<file path="config.mk">
export PLATFORM = sky130hd
export DESIGN_NAME = text_grid_draw
export DESIGN_NICKNAME = d
export VERILOG_FILES = /design/src/rtl/text_grid_draw.sv
export SDC_FILE = /design/constraint.sdc
export NUM_CORES = 1
export LEC_CHECK = 0
export ABC_AREA = 1
export CORE_MARGIN = 2
export CORE_UTILIZATION = 50
export DETAILED_ROUTE_END_ITERATION = 10
export PLACE_DENSITY = 0.85
export SLEW_MARGIN = 20
export SYNTH_ARGS = -nofsm -noshare
export SYNTH_HDL_FRONTEND = slang
export SYNTH_SLANG_ARGS = --single-unit
export TNS_END_PERCENT = 50
</file>
<file path="constraint.sdc">
create_clock -name CLK -period 6.8 [get_ports CLK]
set_input_delay 2.04 -clock CLK [delete_from_list [all_inputs] [get_ports CLK]]
set_output_delay 2.04 -clock CLK [all_outputs]
set_load 0.01 [all_outputs]
</file>
<file path="src/rtl/text_grid_draw.sv">
// Character-grid renderer: walks a COLS x ROWS text plane, fetches each glyph
// row from ROM and streams one pixel write per glyph bit over a valid/ready port.
module text_grid_draw #(
  parameter int COLS    = 32,
  parameter int ROWS    = 16,
  parameter int GLYPH_W = 8,
  parameter int GLYPH_H = 8,
  parameter int CXW     = 5,
  parameter int CYW     = 4,
  parameter int XW      = 8,
  parameter int YW      = 8,
  parameter int GAW     = 11
) (
  input  logic               CLK,
  input  logic               RST,
  input  logic               START,
  input  logic               MODE,
  input  logic [23:0]        FG_RGB,
  input  logic [23:0]        BG_RGB,
  output logic               BUSY,
  output logic               DONE,
  output logic [CXW-1:0]     CX,
  output logic [CYW-1:0]     CY,
  input  logic [7:0]         CHAR,
  output logic [GAW-1:0]     GLYPH_ADDR,
  input  logic [GLYPH_W-1:0] GLYPH_ROW,
  output logic               PX_VALID,
  input  logic               PX_READY,
  output logic [XW-1:0]      X,
  output logic [YW-1:0]      Y,
  output logic [7:0]         R,
  output logic [7:0]         G,
  output logic [7:0]         B,
  output logic [2:0]         fsm_state
);

  localparam int GYW = (GLYPH_H > 1) ? $clog2(GLYPH_H) : 1;
  localparam int CLW = (GLYPH_W > 1) ? $clog2(GLYPH_W) : 1;

  localparam logic [GYW-1:0] GY_LAST = GYW'(GLYPH_H - 1);
  localparam logic [CLW-1:0] CL_LAST = CLW'(GLYPH_W - 1);
  localparam logic [CXW-1:0] CX_LAST = CXW'(COLS - 1);
  localparam logic [CYW-1:0] CY_LAST = CYW'(ROWS - 1);

  typedef enum logic [2:0] {
    S_IDLE     = 3'd0,
    S_CHAR_RD  = 3'd1,
    S_CHAR_LAT = 3'd2,
    S_ROW_RD   = 3'd3,
    S_ROW_LAT  = 3'd4,
    S_EMIT     = 3'd5,
    S_DONE     = 3'd6
  } state_t;

  state_t state_q, state_d;

  logic                mode_q;
  logic [23:0]         fg_q;
  logic [23:0]         bg_q;
  logic [7:0]          char_q;
  logic [GYW-1:0]      gy;
  logic [CLW-1:0]      col;
  logic [GLYPH_W-1:0]  shreg;

  logic                adv;
  logic                last_col;
  logic                last_gy;
  logic                last_cell;
  logic                load_px;
  logic                pix_bit;
  logic [CLW-1:0]      pix_col;
  logic [GLYPH_W-1:0]  sh_next;

  assign fsm_state = state_q;

  // Handshake: a pixel transfers on a rising edge where PX_VALID and PX_READY
  // are both high; while PX_VALID is high and PX_READY low the pixel registers
  // and the walker hold. An empty EMIT step (PX_VALID low) always advances.
  assign adv       = ~PX_VALID | PX_READY;
  assign last_col  = (col == CL_LAST);
  assign last_gy   = (gy == GY_LAST);
  assign last_cell = (CX == CX_LAST) && (CY == CY_LAST);
  assign sh_next   = shreg << 1;

  function automatic logic [GAW-1:0] gaddr(input logic [7:0] c, input logic [GYW-1:0] r);
    return GAW'(c) * GAW'(GLYPH_H) + GAW'(r);
  endfunction

  always_ff @(posedge CLK or posedge RST) begin
    if (RST) state_q <= S_IDLE;
    else     state_q <= state_d;
  end

  always_comb begin
    state_d = state_q;
    case (state_q)
      S_IDLE:     if (START) state_d = S_CHAR_RD;
      S_CHAR_RD:  state_d = S_CHAR_LAT;
      S_CHAR_LAT: state_d = S_ROW_RD;
      S_ROW_RD:   state_d = S_ROW_LAT;
      S_ROW_LAT:  state_d = S_EMIT;
      S_EMIT: begin
        if (adv && last_col) begin
          if (!last_gy)       state_d = S_ROW_RD;
          else if (last_cell) state_d = S_DONE;
          else                state_d = S_CHAR_RD;
        end
      end
      S_DONE:     state_d = S_IDLE;
      default:    state_d = S_IDLE;
    endcase
  end

  // Pixel registers are loaded on the edge that enters each EMIT step, so the
  // first bit comes straight from GLYPH_ROW and later bits from the shifter.
  always_comb begin
    load_px = (state_q == S_ROW_LAT) || ((state_q == S_EMIT) && adv && !last_col);
    pix_bit = sh_next[GLYPH_W-1];
    pix_col = col + CLW'(1);
    if (state_q == S_ROW_LAT) begin
      pix_bit = GLYPH_ROW[GLYPH_W-1];
      pix_col = '0;
    end
  end

  always_ff @(posedge CLK or posedge RST) begin
    if (RST) begin
      mode_q     <= 1'b0;
      fg_q       <= '0;
      bg_q       <= '0;
      char_q     <= '0;
      gy         <= '0;
      col        <= '0;
      shreg      <= '0;
      BUSY       <= 1'b0;
      DONE       <= 1'b0;
      CX         <= '0;
      CY         <= '0;
      GLYPH_ADDR <= '0;
      PX_VALID   <= 1'b0;
      X          <= '0;
      Y          <= '0;
      R          <= '0;
      G          <= '0;
      B          <= '0;
    end else begin
      DONE <= 1'b0;
      case (state_q)
        S_IDLE: begin
          if (START) begin
            mode_q <= MODE;
            fg_q   <= FG_RGB;
            bg_q   <= BG_RGB;
            CX     <= '0;
            CY     <= '0;
            BUSY   <= 1'b1;
          end
        end
        S_CHAR_LAT: begin
          char_q     <= CHAR;
          gy         <= '0;
          GLYPH_ADDR <= gaddr(CHAR, '0);
        end
        S_ROW_LAT: begin
          shreg <= GLYPH_ROW;
          col   <= '0;
        end
        S_EMIT: begin
          if (adv) begin
            if (!last_col) begin
              col   <= col + CLW'(1);
              shreg <= sh_next;
            end else if (!last_gy) begin
              gy         <= gy + GYW'(1);
              GLYPH_ADDR <= gaddr(char_q, gy + GYW'(1));
            end else if (!last_cell) begin
              if (CX == CX_LAST) begin
                CX <= '0;
                CY <= CY + CYW'(1);
              end else begin
                CX <= CX + CXW'(1);
              end
            end else begin
              BUSY <= 1'b0;
              DONE <= 1'b1;
            end
          end
        end
        default: ;
      endcase

      if (load_px) begin
        X        <= XW'(CX) * XW'(GLYPH_W) + XW'(pix_col);
        Y        <= YW'(CY) * YW'(GLYPH_H) + YW'(gy);
        PX_VALID <= pix_bit | ~mode_q;
        if (pix_bit)      {R, G, B} <= fg_q;
        else if (!mode_q) {R, G, B} <= bg_q;
      end else if ((state_q == S_EMIT) && adv) begin
        PX_VALID <= 1'b0;
      end
    end
  end

endmodule
</file>
==> load_flow_metrics.sql, run 1 <==
INSERT INTO impl_metrics (metric_group, metric, value, unit) VALUES
('outcome', 'run_status', 'complete, but fails checks', ''),
('outcome', 'violations_in_the_final_reports', 'DRC', ''),
('clock_tree', 'clock_root_buffer_master', 'sky130_fd_sc_hd__clkbuf_16', ''),
('global_routing', 'grt_max_degree', '133', ''),
('layout', 'post_route_cells_drive_above_1_share', '0.1128', ''),
('detailed_routing', 'dr.first_iter.drc_count', '446', ''),
('yosys', 'synth_area', '5964', 'µm²'),
('place', 'dpl-instance-area', '7330', 'µm²'),
('place', 'dpl.hpwl', '10.05', 'mm'),
('critical_path', 'rr_endpoint', 'R[1]', ''),
('sta', 'worst_hold_slack', '0.4839', 'ns'),
('detailed_routing', 'vias', '5074', ''),
('global_routing', 'grt_pass1_wl', '25.25', 'mm'),
('yosys', 'post_synth_mux_area_share', '0.09251', ''),
('detailed_routing', 'drcViolationCount', '9', ''),
('sta', 'relative_slew_slack', '0.2909', ''),
('sta', 'setup_ws', '2.517', 'ns'),
('critical_path', 'worst-r2r-setup-slack', '3.87', 'ns'),
('yosys', 'synth_top_family_by_area', 'simple AND/OR/NAND/NOR gates', ''),
('sta', 'tightestPinTransition', '1.061', 'ns'),
('place', 'number_of_port_buffers', '133', ''),
('die', 'ios', '135', ''),
('clock_tree', 'cts.hold.buffers_added', '0', ''),
('detailed_routing', 'avgViaCountPerCell', '5.551', ''),
('critical_path', 'criticalPathCategory', 'input port to flip-flop', ''),
('layout', 'layout.cells.most_common', 'sky130_fd_sc_hd__nand2_1', ''),
('die', 'row_count', '39', ''),
('yosys', 'synth.area.top_cells', 'sky130_fd_sc_hd__dfrtp_1, sky130_fd_sc_hd__nand2_1, sky130_fd_sc_hd__nand3_1', ''),
('yosys', 'yosysUniqueCellTypes', '30', ''),
('place', 'place_inst', '884', ''),
('die', 'die_area', '12820', 'µm²'),
('clock_tree', 'cts.sink_count', '132', ''),
('critical_path', 'reg2reg_from', 'fsm_state[0]', ''),
('yosys', 'synth_seq_cells', '132', ''),
('worst_hold_path', 'hold_path_end', 'char_q[4]', ''),
('worst_hold_path', 'worstHoldStart', 'char_q[4]', ''),
('detailed_routing', 'route.detailed.wl_per_inst', '16.77', 'µm'),
('power', 'p_leak', '3.807', 'nW'),
('global_routing', 'grt_usage', '0.2497', ''),
('critical_path', 'crit_chain', 'clkdlybuf4s50_1 -> nand3_1 -> nand3_2 -> nand2_4 -> nand2_1 -> nand2_1', ''),
('detailed_routing', 'route.final.wire_length', '15.33', 'mm'),
('die', 'fp.coreArea', '11520', 'µm²'),
('yosys', 'netlist_instances', '640', ''),
('layout', 'stdcell_area', '7921', 'µm²'),
('global_routing', 'number_of_antenna_violations_at_the_first_check_in_global_routing', '0', ''),
('worst_hold_path', 'min_path_type', 'flip-flop to flip-flop', ''),
('clock_tree', 'cts.reportedPaths.clkPinSlew', '0.05', 'ns'),
('critical_path', 'timing.critical_path.buf_inv', '1', ''),
('clock_tree', 'worstSkewPairLatency', '0.41', 'ns'),
('yosys', 'synth_top_cell_by_area', 'sky130_fd_sc_hd__dfrtp_1', ''),
('yosys', 'syn_avg_cell_area', '9.319', 'µm²'),
('critical_path', 'worst_path_largest_cell_delay', '0.78', 'ns'),
('global_routing', 'grt_overflow', '0', ''),
('yosys', 'synthAdderAreaFrac', '0.01468', ''),
('power', 'p_per_area', '455.8', 'nW/µm²'),
('worst_hold_path', 'hold_path_depth', '2', ''),
('power', 'share_seq_of_total_power', '0.374', ''),
('yosys', 'synth.yosys.warnings', '0', ''),
('detailed_routing', 'drtAntennaViolNets', '0', ''),
('power', 'combPwrFrac', '0.374', ''),
('critical_path', 'timing.critical_path.to_type', 'flip-flop', ''),
('critical_path', 'r2r.worst_path.cells', '6', ''),
('run', 'maximum_capacitance_violations', '0', ''),
('clock_tree', 'postCtsSetupBuffers', '0', ''),
('global_routing', 'first_global_vias', '5175', ''),
('clock_tree', 'cts_tree', 'yes', ''),
('power', 'swShare', '0.3591', ''),
('yosys', 'post-synth-top-area-fraction', '0.5538', ''),
('power', 'share_clk_of_total_power', '0.252', ''),
('die', 'die_width', '113.2', 'µm'),
('detailed_routing', 'drtPass1Iterations', '9', '');
-- cell usage after synthesis (all sizes together) --
| master | number |
|---|---|
| a21oi | 6 |
| a31oi | 1 |
| buf | 26 |
| clkbuf | 7 |
| conb | 1 |
| dfrtp | 132 |
| ha | 7 |
| inv | 38 |
| mux2 | 49 |
| nand2 | 191 |
| nand3 | 109 |
| nand3b | 1 |
| nand4 | 3 |
| nor2 | 18 |
| nor3 | 1 |
| nor3b | 1 |
| nor4 | 1 |
| o21ai | 46 |
| o31ai | 1 |
| or2 | 1 |
-- registers in the layout (all words and copies together), names as in the netlist --
| register | flops |
|---|---|
| bg_q | 24 |
| fg_q | 24 |
| GLYPH_ADDR | 11 |
| B | 8 |
| G | 8 |
| R | 8 |
| X | 8 |
| char_q | 8 |
| Y | 7 |
| shreg | 7 |
| CX | 5 |
| CY | 4 |
| col | 3 |
| fsm_state | 3 |
| BUSY | 1 |
| DONE | 1 |
| PX_VALID | 1 |
| mode_q | 1 |
-- layout make-up --
cell class / count / area, µm²
fillers: 813 / 3595
well taps: 143 / 178.9
inverters: 38 / 150.1
clock inverters: 10 / 132.6
repair buffers: 134 / 1339
multi-input cells: 437 / 2361
clock buffers: 20 / 456.7
flip-flops and latches: 132 / 3303
-- metrics by stage --
stage,total power [mW],utilization
2_1_floorplan,2.159,-
3_3_place_gp,2.592,0.6365
3_5_place_dp,2.673,0.6365
4_1_cts,3.613,0.6876
5_1_grt,3.827,0.6879
6_report,3.611,0.6879
-- per-layer routing --
| layer | vias up | part of all wire | GRT usage |
|---|---|---|---|
| met3 | 31 | 0.066 | 0.06320 |
| met1 | 2441 | 0.40 | 0.3014 |
| met2 | 251 | 0.51 | 0.4244 |
| met4 | 0 | 0.028 | 0.1114 |
| met5 | - | 0 | 0 |
| li1 | 2351 | - | - |
-- logic make-up (layout without fill, tap and decap cells) --
| kind of cell | after synthesis | count (layout) |
|---|---|---|
| and+or+nand+nor | 326 | 326 |
| DFF | 132 | 132 |
| buffers and inverters | 71 | 202 |
| AOI/OAI and AO/OA | 54 | 54 |
| muxes | 49 | 49 |
| adders and majority gates | 7 | 7 |
| other | 1 | 1 |
-- power by group through the flow --
stage	clock, mW	sequential (mW)	combinational [mW]
after floorplan	0	1.34	0.824
after global placement	0	1.34	1.26
after detailed placement	0	1.35	1.32
after CTS	0.917	1.34	1.35
after global routing	0.956	1.38	1.49
final	0.910	1.35	1.35
-- how the worst max path moves through the flow --
stage                     cells after the start  endpoint
after detailed placement                      6      G[5]
final                                         6      R[1]
after global routing                          6      R[1]
after floorplan                               1      BUSY
after CTS                                     6      B[0]
after global placement                        6      R[7]
-- worst register-to-register path: stages (launching register included) --
cell	delay, ns
sky130_fd_sc_hd__dfrtp_1	0.48
sky130_fd_sc_hd__nor2_4	0.24
sky130_fd_sc_hd__nand3_1	0.78
sky130_fd_sc_hd__nand3_2	0.78
sky130_fd_sc_hd__nand2_4	0.29
sky130_fd_sc_hd__nand2_1	0.17
sky130_fd_sc_hd__nand2_1	0.07
Note: power is estimated with default switching activity, not from simulation.
==> inputs of run 2 (changes only) <==
--- a/config.mk
+++ b/config.mk
@@ -7,9 +7,9 @@
 export LEC_CHECK = 0
 export ABC_AREA = 1
 export CORE_MARGIN = 2
-export CORE_UTILIZATION = 50
+export CORE_UTILIZATION = 46
 export DETAILED_ROUTE_END_ITERATION = 10
-export PLACE_DENSITY = 0.85
+export PLACE_DENSITY = 0.82
 export SLEW_MARGIN = 20
 export SYNTH_ARGS = -nofsm -noshare
 export SYNTH_HDL_FRONTEND = slang
==> constraint.sdc (replaced) <==
create_clock -name CLK -period 3.6 [get_ports CLK]
set_input_delay 1.08 -clock CLK [delete_from_list [all_inputs] [get_ports CLK]]
set_output_delay 1.08 -clock CLK [all_outputs]
set_load 0.01 [all_outputs]
==> run 2 against run 1 <==
The flow now finishes without violations. Worst hold slack got worse by 0.0094 ns. Clock-buffer cell count increased by 6. Setup slack lost 1.7 ns. Critical path type is now flip-flop to flip-flop.
==> load_flow_metrics.sql, run 2 (synthesis gave the netlist of run 1 again) <==
INSERT INTO impl_metrics (metric_group, metric, value, unit) VALUES
('sta', 'drv_slew', '0', ''),
('layout', 'post_route_cells_drive_above_1_share', '0.1121', ''),
('sta', 'layout_min_cycle_time', '2.797', 'ns'),
('critical_path', 'required_time_of_the_critical_path', '3.88', 'ns'),
('die', 'die_height', '117.9', 'µm'),
('layout', 'reg_top3', 'bg_q: 24 flops, fg_q: 24 flops, GLYPH_ADDR: 11 flops', ''),
('critical_path', 'worstSetupStartpointType', 'flip-flop', ''),
('die', 'initial_utilization', '0.4726', ''),
('global_routing', 'first_global_vias', '4818', ''),
('critical_path', 'cp_slowest_cell', 'sky130_fd_sc_hd__nand3_2', ''),
('global_routing', 'grt_pass1_wl', '24.32', 'mm'),
('clock_tree', 'cts.reportedPaths.clkPinSlew', '0.05', 'ns'),
('power', 'max-vdd-ir-drop', '0.0003394', 'V'),
('die', 'row_count', '41', ''),
('clock_tree', 'clk_path_buf_depth', '2', ''),
('critical_path', 'timing.critical_path.to_type', 'flip-flop', ''),
('clock_tree', 'clock_root_buffer_master', 'sky130_fd_sc_hd__clkbuf_16', ''),
('clock_tree', 'cts.hold.buffers_added', '0', ''),
('global_routing', 'grt_max_degree', '133', ''),
('sta', 'final_layout_setup_total_negative_slack', '0', 'ns'),
('run', 'maximum_capacitance_violations', '0', ''),
('clock_tree', 'cts.sink_count', '132', ''),
('clock_tree', 'htreeDepth', '4', ''),
('layout', 'layout_common_cells', 'sky130_fd_sc_hd__nand2_1, sky130_fd_sc_hd__clkdlybuf4s50_1, sky130_fd_sc_hd__dfrtp_1', ''),
('layout', 'nets', '840', ''),
('die', 'die_width', '117.9', 'µm'),
('critical_path', 'worst_path_largest_cell_delay', '0.62', 'ns'),
('critical_path', 'criticalPathCategory', 'flip-flop to flip-flop', ''),
('critical_path', 'timing.critical_path.buf_inv', '0', ''),
('global_routing', 'grt_overflow', '0', ''),
('outcome', 'run_status', 'complete, no violations', ''),
('detailed_routing', 'vias', '4860', ''),
('detailed_routing', 'drcViolationCount', '0', ''),
('detailed_routing', 'drtAntennaViolNets', '0', ''),
('global_routing', 'number_of_antenna_violations_at_the_first_check_in_global_routing', '0', ''),
('die', 'ios', '135', ''),
('layout', 'multiInputGateArea', '2361', 'µm²'),
('place', 'dpl.hpwl', '9.896', 'mm'),
('global_routing', 'grt_usage', '0.2203', ''),
('power', 'p_leak', '3.814', 'nW'),
('place', 'place_congestion', '0.8214', ''),
('layout', 'syn2layout_area_growth', '33.44', '%'),
('sta', 'timing.final.hold_violations', '0', ''),
('sta', 'max_freq', '0.3576', 'GHz'),
('critical_path', 'crit_chain', 'nor2_4 -> nand2_4 -> nand2_2 -> nand3_2 -> nand2_4 -> o31ai_1', ''),
('detailed_routing', 'dr.first_iter.drc_count', '393', ''),
('sta', 'setup_viol', '0', ''),
('place', 'dpl-instance-area', '7420', 'µm²'),
('die', 'die_area', '13890', 'µm²'),
('critical_path', 'critical_path.most_common_cell', 'sky130_fd_sc_hd__nand2_4', ''),
('sta', 'rsz_0062_raised_after_global_routing', 'no', ''),
('detailed_routing', 'route.detailed.wl_per_inst', '15.57', 'µm'),
('sta', 'tightestPinTransition', '0.8942', 'ns'),
('layout', 'stdcell_area', '7959', 'µm²'),
('layout', 'area.sequential', '3303', 'µm²'),
('clock_tree', 'worstSkewPairLatency', '0.42', 'ns'),
('clock_tree', 'postCtsResizedCells', '0', ''),
('critical_path', 'timing.critical_path.arrival', '3.08', 'ns'),
('clock_tree', 'cts-buffers-inserted', '17', ''),
('layout', 'antennaDiodeCount', '0', ''),
('detailed_routing', 'avgViaCountPerCell', '5.127', ''),
('detailed_routing', 'drtPass1Iterations', '5', ''),
('power', 'p_per_area', '833.9', 'nW/µm²'),
('place', 'number_of_port_buffers', '133', ''),
('sta', 'relative_slew_slack', '0.4024', ''),
('detailed_routing', 'route.final.wire_length', '14.76', 'mm'),
('clock_tree', 'cts_tree', 'yes', ''),
('critical_path', 'path_delay_family', 'simple AND/OR/NAND/NOR gates', ''),
('layout', 'nFillCells', '1038', ''),
('critical_path', 'path_max_fanout', '25', ''),
('sta', 'layout_skew', '0.005153', 'ns'),
('worst_hold_path', 'min_path_type', 'flip-flop to flip-flop', ''),
('die', 'fp.coreArea', '12620', 'µm²'),
('clock_tree', 'postCtsSetupBuffers', '0', ''),
('layout', 'layout.cells.most_common', 'sky130_fd_sc_hd__nand2_1', ''),
('sta', 'post-route-period-util', '0.7769', '');
[run 2: worst reg2reg max path: stages (launching register included)]
cell,delay [ns]
sky130_fd_sc_hd__dfrtp_1,0.49
sky130_fd_sc_hd__nor2_4,0.23
sky130_fd_sc_hd__nand2_4,0.19
sky130_fd_sc_hd__nand2_2,0.47
sky130_fd_sc_hd__nand3_2,0.62
sky130_fd_sc_hd__nand2_4,0.52
sky130_fd_sc_hd__o31ai_1,0.13
[run 2: where the power goes]
| part | total (mW) | internal (mW) | leakage, nW | switching [mW] |
|---|---|---|---|---|
| combinational | 2.53 | 1.17 | 1.89 | 1.37 |
| sequential | 2.51 | 2.11 | 1.66 | 0.401 |
| clock | 1.59 | 0.995 | 0.268 | 0.594 |
| total | 6.64 | 4.28 | 3.81 | 2.36 |
[run 2: final timing paths]
kind / startpoint / to / slack (ns) / depth (start not counted)
worst max-delay path: fsm_state[0] / PX_VALID / 0.80 / 6
worst min-delay path: B[3] / B[3] / 0.47 / 2
worst max register to register: fsm_state[0] / PX_VALID / 0.80 / 6
worst min register to register: B[3] / B[3] / 0.47 / 2
max in group asynchronous: RST / fg_q[5] / 1.86 / 3
min in group asynchronous: RST / bg_q[15] / 1.22 / 3
[run 2: metrics by stage]
step           setup slack, ns  cells  hold WS (ns)  total power, mW    util
2_1_floorplan           0.8828    640        0.4479            4.078       -
3_3_place_gp            0.6753    917        0.4625            4.929  0.5879
3_5_place_dp            0.5777    917        0.4666            5.060  0.5879
4_1_cts                 0.7932    948        0.4812            6.673  0.6307
5_1_grt                 0.5751    948        0.5022            7.094  0.6307
6_report                0.8033    948        0.4744            6.637  0.6307
[run 2: per-layer routing]
| metal | track usage | vias to the layer above | part of all wire |
|---|---|---|---|
| met2 | 0.3674 | 163 | 0.50 |
| li1 | - | 2360 | - |
| met3 | 0.04457 | 24 | 0.056 |
| met4 | 0.09639 | 0 | 0.024 |
| met1 | 0.2787 | 2313 | 0.42 |
| met5 | 0 | - | 0 |
[run 2: cell type report]
| cell class | instances | share of cell area |
|---|---|---|
| Sequential cell | 132 | 0.4150 |
| Tap cell | 172 | 0.02704 |
| Clock inverter | 5 | 0.006288 |
| Inverter | 38 | 0.01839 |
| Multi-Input combinational cell | 437 | 0.2967 |
| Clock buffer | 26 | 0.06147 |
| Timing Repair Buffer | 138 | 0.1751 |
==> inputs of run 3 (changes only) <==
--- a/config.mk
+++ b/config.mk
@@ -7,9 +7,9 @@
 export LEC_CHECK = 0
 export ABC_AREA = 1
 export CORE_MARGIN = 2
-export CORE_UTILIZATION = 46
+export CORE_UTILIZATION = 50
 export DETAILED_ROUTE_END_ITERATION = 10
-export PLACE_DENSITY = 0.82
+export PLACE_DENSITY = 0.85
 export SLEW_MARGIN = 20
 export SYNTH_ARGS = -nofsm -noshare
 export SYNTH_HDL_FRONTEND = slang
==> constraint.sdc (replaced) <==
create_clock -name CLK -period 2.75 [get_ports CLK]
set_input_delay 0.825 -clock CLK [delete_from_list [all_inputs] [get_ports CLK]]
set_output_delay 0.825 -clock CLK [all_outputs]
set_load 0.01 [all_outputs]
==> run 3 against run 2 <==
Global-route usage increased by 3.5 points. The run now ends with DRC left. Sequential cell count unchanged. Critical endpoint is now fsm_state[2]. Sequential share of layout area shrank 0.64 points. Combinational power increased by 38%. First-iteration DRC count down 4.8%. Power increased by 38%. Via count is 4.6% higher. Highest routed layer unchanged. Clock-buffer cell count down 5. Clock power rose by 48%.
==> load_flow_metrics.sql, run 3 (synthesis gave the netlist of run 1 again) <==
INSERT INTO impl_metrics (metric_group, metric, value, unit) VALUES
('critical_path', 'timing.critical_path.buf_inv', '1', ''),
('layout', 'final_core_util', '0.7019', ''),
('global_routing', 'grt_overflow', '0', ''),
('global_routing', 'grt_usage', '0.2548', ''),
('global_routing', 'grt_pass1_wl', '25.65', 'mm'),
('sta', 'relative_slew_slack', '0.5771', ''),
('detailed_routing', 'm1WireLength', '6.353', 'mm'),
('power', 'p_int', '5.922', 'mW'),
('layout', 'nFillCells', '830', ''),
('clock_tree', 'worstSkewPairLatency', '0.41', 'ns'),
('detailed_routing', 'vias', '5083', ''),
('critical_path', 'worst_path_largest_cell_delay', '0.63', 'ns'),
('die', 'die_area', '12820', 'µm²'),
('global_routing', 'number_of_antenna_violations_at_the_first_check_in_global_routing', '0', ''),
('die', 'row_count', '39', ''),
('clock_tree', 'clk_path_buf_depth', '2', ''),
('clock_tree', 'clock_root_buffer_master', 'sky130_fd_sc_hd__clkbuf_16', ''),
('clock_tree', 'cts-buffers-inserted', '17', ''),
('power', 'combPwrFrac', '0.381', ''),
('detailed_routing', 'routed_wire_length_on_met3', '971', 'µm'),
('sta', 'drv_slew', '0', ''),
('layout', 'antennaDiodeCount', '0', ''),
('critical_path', 'reg2reg_from', 'fsm_state[1]', ''),
('detailed_routing', 'dr.first_iter.drc_count', '374', ''),
('power', 'share_clk_of_total_power', '0.259', ''),
('critical_path', 'criticalPathCategory', 'flip-flop to output pin', ''),
('sta', 'worst_hold_slack', '0.4827', 'ns'),
('clock_tree', 'postCtsSetupBuffers', '0', ''),
('worst_hold_path', 'min_path_type', 'flip-flop to flip-flop', ''),
('critical_path', 'crit_chain', 'clkdlybuf4s50_1', ''),
('layout', 'reg_top3', 'bg_q: 24 flops, fg_q: 24 flops, GLYPH_ADDR: 11 flops', ''),
('critical_path', 'critical_path_cell_count', '1', ''),
('layout', 'layout.cells.most_common', 'sky130_fd_sc_hd__nand2_1', ''),
('power', 'max-vdd-ir-drop', '0.0005533', 'V'),
('layout', 'post_route_cells_drive_above_1_share', '0.1252', ''),
('die', 'ios', '135', ''),
('clock_tree', 'postCtsResizedCells', '0', ''),
('sta', 'post-route-period-util', '0.8789', ''),
('layout', 'layout_common_cells', 'sky130_fd_sc_hd__nand2_1, sky130_fd_sc_hd__clkdlybuf4s50_1, sky130_fd_sc_hd__dfrtp_1', ''),
('critical_path', 'worst-r2r-setup-slack', '0.50', 'ns'),
('detailed_routing', 'sum_of_met2_wire_segment_lengths_after_detailed_routing', '7.874', 'mm'),
('die', 'initial_utilization', '0.5179', ''),
('detailed_routing', 'drtPass1Iterations', '8', ''),
('die', 'die_width', '113.2', 'µm'),
('critical_path', 'cp_slowest_cell', 'sky130_fd_sc_hd__clkdlybuf4s50_1', ''),
('power', 'p_leak', '3.888', 'nW'),
('power', 'post-layout-total-power', '9.138', 'mW'),
('power', 'total_switching_power', '3.217', 'mW'),
('clock_tree', 'cts.sink_count', '132', ''),
('clock_tree', 'htreeDepth', '4', ''),
('global_routing', 'first_global_vias', '5246', ''),
('sta', 'tightestPinTransition', '0.6329', 'ns'),
('run', 'maximum_capacitance_violations', '0', ''),
('sta', 'max_freq', '0.4137', 'GHz'),
('critical_path', 'r2r.worst_path.cells', '6', ''),
('layout', 'nets', '848', ''),
('sta', 'rsz_0062_raised_after_global_routing', 'no', ''),
('critical_path', 'required_time_of_the_critical_path', '1.93', 'ns'),
('detailed_routing', 'route.detailed.wl_per_inst', '16.74', 'µm'),
('critical_path', 'crit_path_start', 'fsm_state[2]', ''),
('outcome', 'violations_in_the_final_reports', 'DRC', ''),
('detailed_routing', 'avgViaCountPerCell', '5.489', ''),
('place', 'number_of_port_buffers', '133', ''),
('critical_path', 'path_delay_family', 'buffers and inverters', ''),
('power', 'share_seq_of_total_power', '0.361', ''),
('critical_path', 'path_max_fanout', '8', ''),
('sta', 'setup_viol', '0', ''),
('layout', 'syn2layout_area_growth', '35.51', '%'),
('sta', 'final_layout_setup_total_negative_slack', '0', 'ns'),
('power', 'swShare', '0.3520', ''),
('sta', 'layout_min_cycle_time', '2.417', 'ns'),
('critical_path', 'rr_endpoint', 'GLYPH_ADDR[10]', ''),
('critical_path', 'timing.critical_path.to_type', 'output pin', ''),
('outcome', 'run_status', 'complete, but fails checks', ''),
('critical_path', 'cp-endpoint', 'fsm_state[2]', ''),
('die', 'fp.coreArea', '11520', 'µm²'),
('clock_tree', 'cts.reportedPaths.clkPinSlew', '0.05', 'ns'),
('detailed_routing', 'maxUsedRoutingLayer', 'met4', ''),
('clock_tree', 'cts_tree', 'yes', ''),
('critical_path', 'timing.critical_path.arrival', '1.59', 'ns'),
('critical_path', 'worstSetupStartpointType', 'flip-flop', ''),
('place', 'dpl.hpwl', '10.49', 'mm'),
('sta', 'layout_skew', '0.005508', 'ns'),
('global_routing', 'grt_max_degree', '76', ''),
('sta', 'timing.final.hold_violations', '0', ''),
('die', 'die_height', '113.2', 'µm'),
('detailed_routing', 'drtAntennaViolNets', '0', ''),
('clock_tree', 'cts.hold.buffers_added', '0', ''),
('power', 'p_per_area', '1131', 'nW/µm²'),
('detailed_routing', 'drcViolationCount', '7', ''),
('detailed_routing', 'route.final.wire_length', '15.50', 'mm'),
('place', 'place_congestion', '0.8107', '');
run 3: cell types whose count changed in the layout (fill, tap and decap cells not counted), sizes merged:
cell and change:
buf +8, clkbuf -5, bufinv +3, clkinvlp +2, clkinv -1
run 3: how the worst min path moves through the flow:
stage,start,end,slack (ns),cells past startpoint
after floorplan,char_q[0],char_q[0],0.45,2
after global placement,char_q[6],char_q[6],0.46,2
after detailed placement,R[1],R[1],0.47,2
after CTS,G[0],G[0],0.48,2
after global routing,GLYPH_ADDR[7],GLYPH_ADDR[7],0.51,2
final,B[1],B[1],0.48,2
run 3: layout make-up:
cell class | count | area, µm² | area share
clock inverter | 9 | 153.9 | 0.01904
timing repair buffer | 146 | 1479 | 0.1830
tap | 143 | 178.9 | 0.02214
multi-input combinational | 437 | 2361 | 0.2921
sequential | 132 | 3303 | 0.4087
clock buffer | 21 | 460.4 | 0.05697
inverter | 38 | 146.4 | 0.01811
run 3: power by group through the flow:
| stage | sequential [mW] | clock, mW | combinational, mW |
|---|---|---|---|
| floorplan | 3.30 | 0 | 2.04 |
| global placement | 3.24 | 0 | 3.27 |
| detailed placement | 3.30 | 0 | 3.45 |
| CTS | 3.29 | 2.38 | 3.49 |
| global route | 3.38 | 2.48 | 3.84 |
| finish | 3.29 | 2.36 | 3.48 |
run 3: routing by layer:
| metal | vias to the layer above | track usage |
|---|---|---|
| met2 | 208 | 0.4224 |
| met3 | 26 | 0.06213 |
| met5 | - | 0 |
| met1 | 2477 | 0.3235 |
| li1 | 2372 | - |
| met4 | 0 | 0.1024 |
run 3: metrics by stage:
stage | std cells | setup slack, ns | instance area [µm²]
after global routing | 926 | 0.2285 | 8083
final | 926 | 0.3329 | 8083
after floorplan | 640 | 0.2878 | 5968
after detailed placement | 896 | 0.2018 | 7468
after global placement | 896 | 0.2829 | 7468
after CTS | 926 | 0.3229 | 8083
==> RTL change: new RTL, settings of run 1 <==
Add an input register stage for `MODE`, with the module's reset; this delays it by one clock. The other inputs are not delayed to match.
--- a/src/rtl/text_grid_draw.sv
+++ b/src/rtl/text_grid_draw.sv
@@ -52,6 +52,16 @@
     S_DONE     = 3'd6
   } state_t;
 
+  logic MODE_q;
+
+  always_ff @(posedge CLK or posedge RST) begin
+    if (RST) begin
+      MODE_q <= '0;
+    end else begin
+      MODE_q <= MODE;
+    end
+  end
+
   state_t state_q, state_d;
 
   logic                mode_q;
@@ -148,7 +158,7 @@
       case (state_q)
         S_IDLE: begin
           if (START) begin
-            mode_q <= MODE;
+            mode_q <= MODE_q;
             fg_q   <= FG_RGB;
             bg_q   <= BG_RGB;
             CX     <= '0;
Formal check against the unedited RTL: same outputs for any inputs over 4 cycles, from zero or initial values and one cycle with RST high; that may be too few to reach the edited logic, so the function may still have changed.
==> RTL change against run 1 <==
Setup slack improved by 0.073 ns. Critical endpoint is now R[2]. Highest routed layer unchanged. Count of clock-buffer cells in the layout rose by 1. Cell area barely moved. Die area rose by 0.41%. Maximum frequency rose by 1.7%. Area after synthesis rose by 0.42%. Sequential cell count rose by 1. Via count rose by 1.1%. Non-clock buffer count rose by 1. Total power fell by 0.54%. Routed wire length rose by 2.4%. Register-to-register slack improved by 0.06 ns. Synthesized cell count rose by 0.16%.
==> RTL change: results (changes against run 1) <==
worst-endpoint-arrival_ns: 4.51  # was 4.57 ns
diodes: 0  # unchanged
clk_path_buf_depth: 2  # unchanged
rrSetupSlack_ns: 3.93  # was 3.87 ns
cts_setup_buffers: 0  # unchanged
instances_no_fill: 917  # was 914
synth_nets: 717  # was 716
globalplace.congestion: 0.8015  # was 0.8097
cts-buffers-inserted: 17  # unchanged
placed_cells: 886  # was 884
min_path_cells: 1  # was 2
port_buffers: 133  # unchanged
tightest_slew_ns: 1.031  # was 1.061 ns
critPathSlowestCell: "nand3_2"  # unchanged
slowest_delay_ns: 0.76  # was 0.78 ns
synth_top_cells_by_area: "dfrtp_1 56%, nand2_1 12%, nand3_1 8.9%"  # was dfrtp_1 55%, nand2_1 12%, nand3_1 9.0%
ys_warn_count: 0  # unchanged
drive_above_1_share_pct: 11.37  # was 11.28%
synth_area_per_cell_um2: 9.344  # was 9.319 um^2
r2r_cells: 6  # unchanged
ys_types: 30  # unchanged
r2r_start: "fsm_state[0]"  # unchanged
grt_max_degree: 87  # was 133
cts.clk_slew.worst_paths_ns: 0.06
fillCellCount: 842  # was 813
dr.pass1.iters: 5  # was 9
grt_pass1_wl_um: 25780  # was 25250 um
drt-initial-drc-count: 427  # was 446
dp_hpwl_um: 10440  # was 10050 um
root_buffer: "clkbuf_16"  # unchanged
synth_flop_cell: "dfrtp_1"  # unchanged
p_leak_uw: 0.003821  # was 0.003807 uW
htree_levels: 4  # unchanged
holdPathEnd: "mode_q"  # was char_q[4]
routed_wl_um: 15700  # was 15330 um
track_usage_pct: 25.41  # was 24.97%
irDropWorstVdd_v: 0.0002210  # was 0.0002054 V
min_from: "MODE_q"  # was char_q[4]
ys_seq_area_share_pct: 55.57  # was 55.38%
finClkSkew_ns: 0.007833  # was 0.006045 ns
vias_per_cell: 5.594  # was 5.551
r2r-end: "R[2]"  # was R[1]
clock_latency_ns: 0.42
grt_pass1_vias: 5263  # was 5175
hold_class: "reg -> reg"  # unchanged
status: "complete, no violations"  # was complete, but fails checks
cp_max_fo: 25  # unchanged
cts_resized: 0  # unchanged
nNetsFinal: 838  # was 836
synth_common_cells: "186 x nand2_1, 133 x dfrtp_1, 107 x nand3_1"  # was 186 x nand2_1, 132 x dfrtp_1, 107 x nand3_1
-- RTL change: kinds of logic (layout without fill, tap and decap cells) --
family | count (synthesis) | after routing | synth area share, %
buffers and inverters | 71 | 204 | 5.097
adder cells (fa/ha/maj) | 7 | 7 | 1.462
multiplexers | 49 | 49 | 9.212
other | 1 | 1 | 0.06261
flip-flops | 133 | 133 | 55.57
AO/OA/AOI/OAI | 54 | 54 | 4.575
AND/OR/NAND/NOR | 326 | 326 | 24.02
-- RTL change: metrics by stage --
| step | total power, uW | util [%] | cell area, um^2 | setup slack, ns | hold slack, ns |
|---|---|---|---|---|---|
| global placement | 2610 | 63.66 | 7362 | 2.387 | 0.4628 |
| finish | 3591 | 68.56 | 7929 | 2.591 | 0.4800 |
| global route | 3803 | 68.56 | 7929 | 2.414 | 0.4940 |
| CTS | 3593 | 68.56 | 7929 | 2.646 | 0.4818 |
| floorplan | 2165 | - | 5989 | 1.206 | 0.4479 |
| detailed placement | 2692 | 63.66 | 7362 | 2.234 | 0.4640 |
-- RTL change: area by class of cell --
cell class              instances  area share (%)
clock inverters                10           1.341
repair buffers                135           16.98
clock buffers                  21           5.807
inverters                      38           1.862
flip-flops and latches        133           41.98
well taps                     143           2.257
multi-input cells             437           29.78
-- RTL change: power by group --
part | leakage, uW | switching, uW | internal (uW)
registers | 0.00167 | 238 | 1130
logic | 0.00187 | 741 | 607
clock network | 0.000282 | 328 | 552
total | 0.00382 | 1310 | 2280
-- RTL change: worst max path at each step --
| stage | start | end | slack, ns |
|---|---|---|---|
| floorplan | RST | BUSY | 1.21 |
| global placement | GLYPH_ROW[7] | G[1] | 2.39 |
| detailed placement | GLYPH_ROW[7] | G[3] | 2.23 |
| CTS | GLYPH_ROW[7] | R[2] | 2.65 |
| global route | GLYPH_ROW[7] | R[2] | 2.41 |
| finish | GLYPH_ROW[7] | R[2] | 2.59 |
-- RTL change: layer usage --
metal / wire, um / vias to the layer above / GRT usage, %
met5: 0 / - / 0
met4: 450 / 0 / 10.24
met3: 885 / 44 / 5.367
met2: 7868 / 208 / 42.63
met1: 6495 / 2518 / 32.44
li1: - / 2360 / -
-- RTL change: worst register-to-register path, delay by kind of cell (launching register included) --
family | cells | cell delay, ns
flops | 1 | 0.49
simple gates | 6 | 2.26
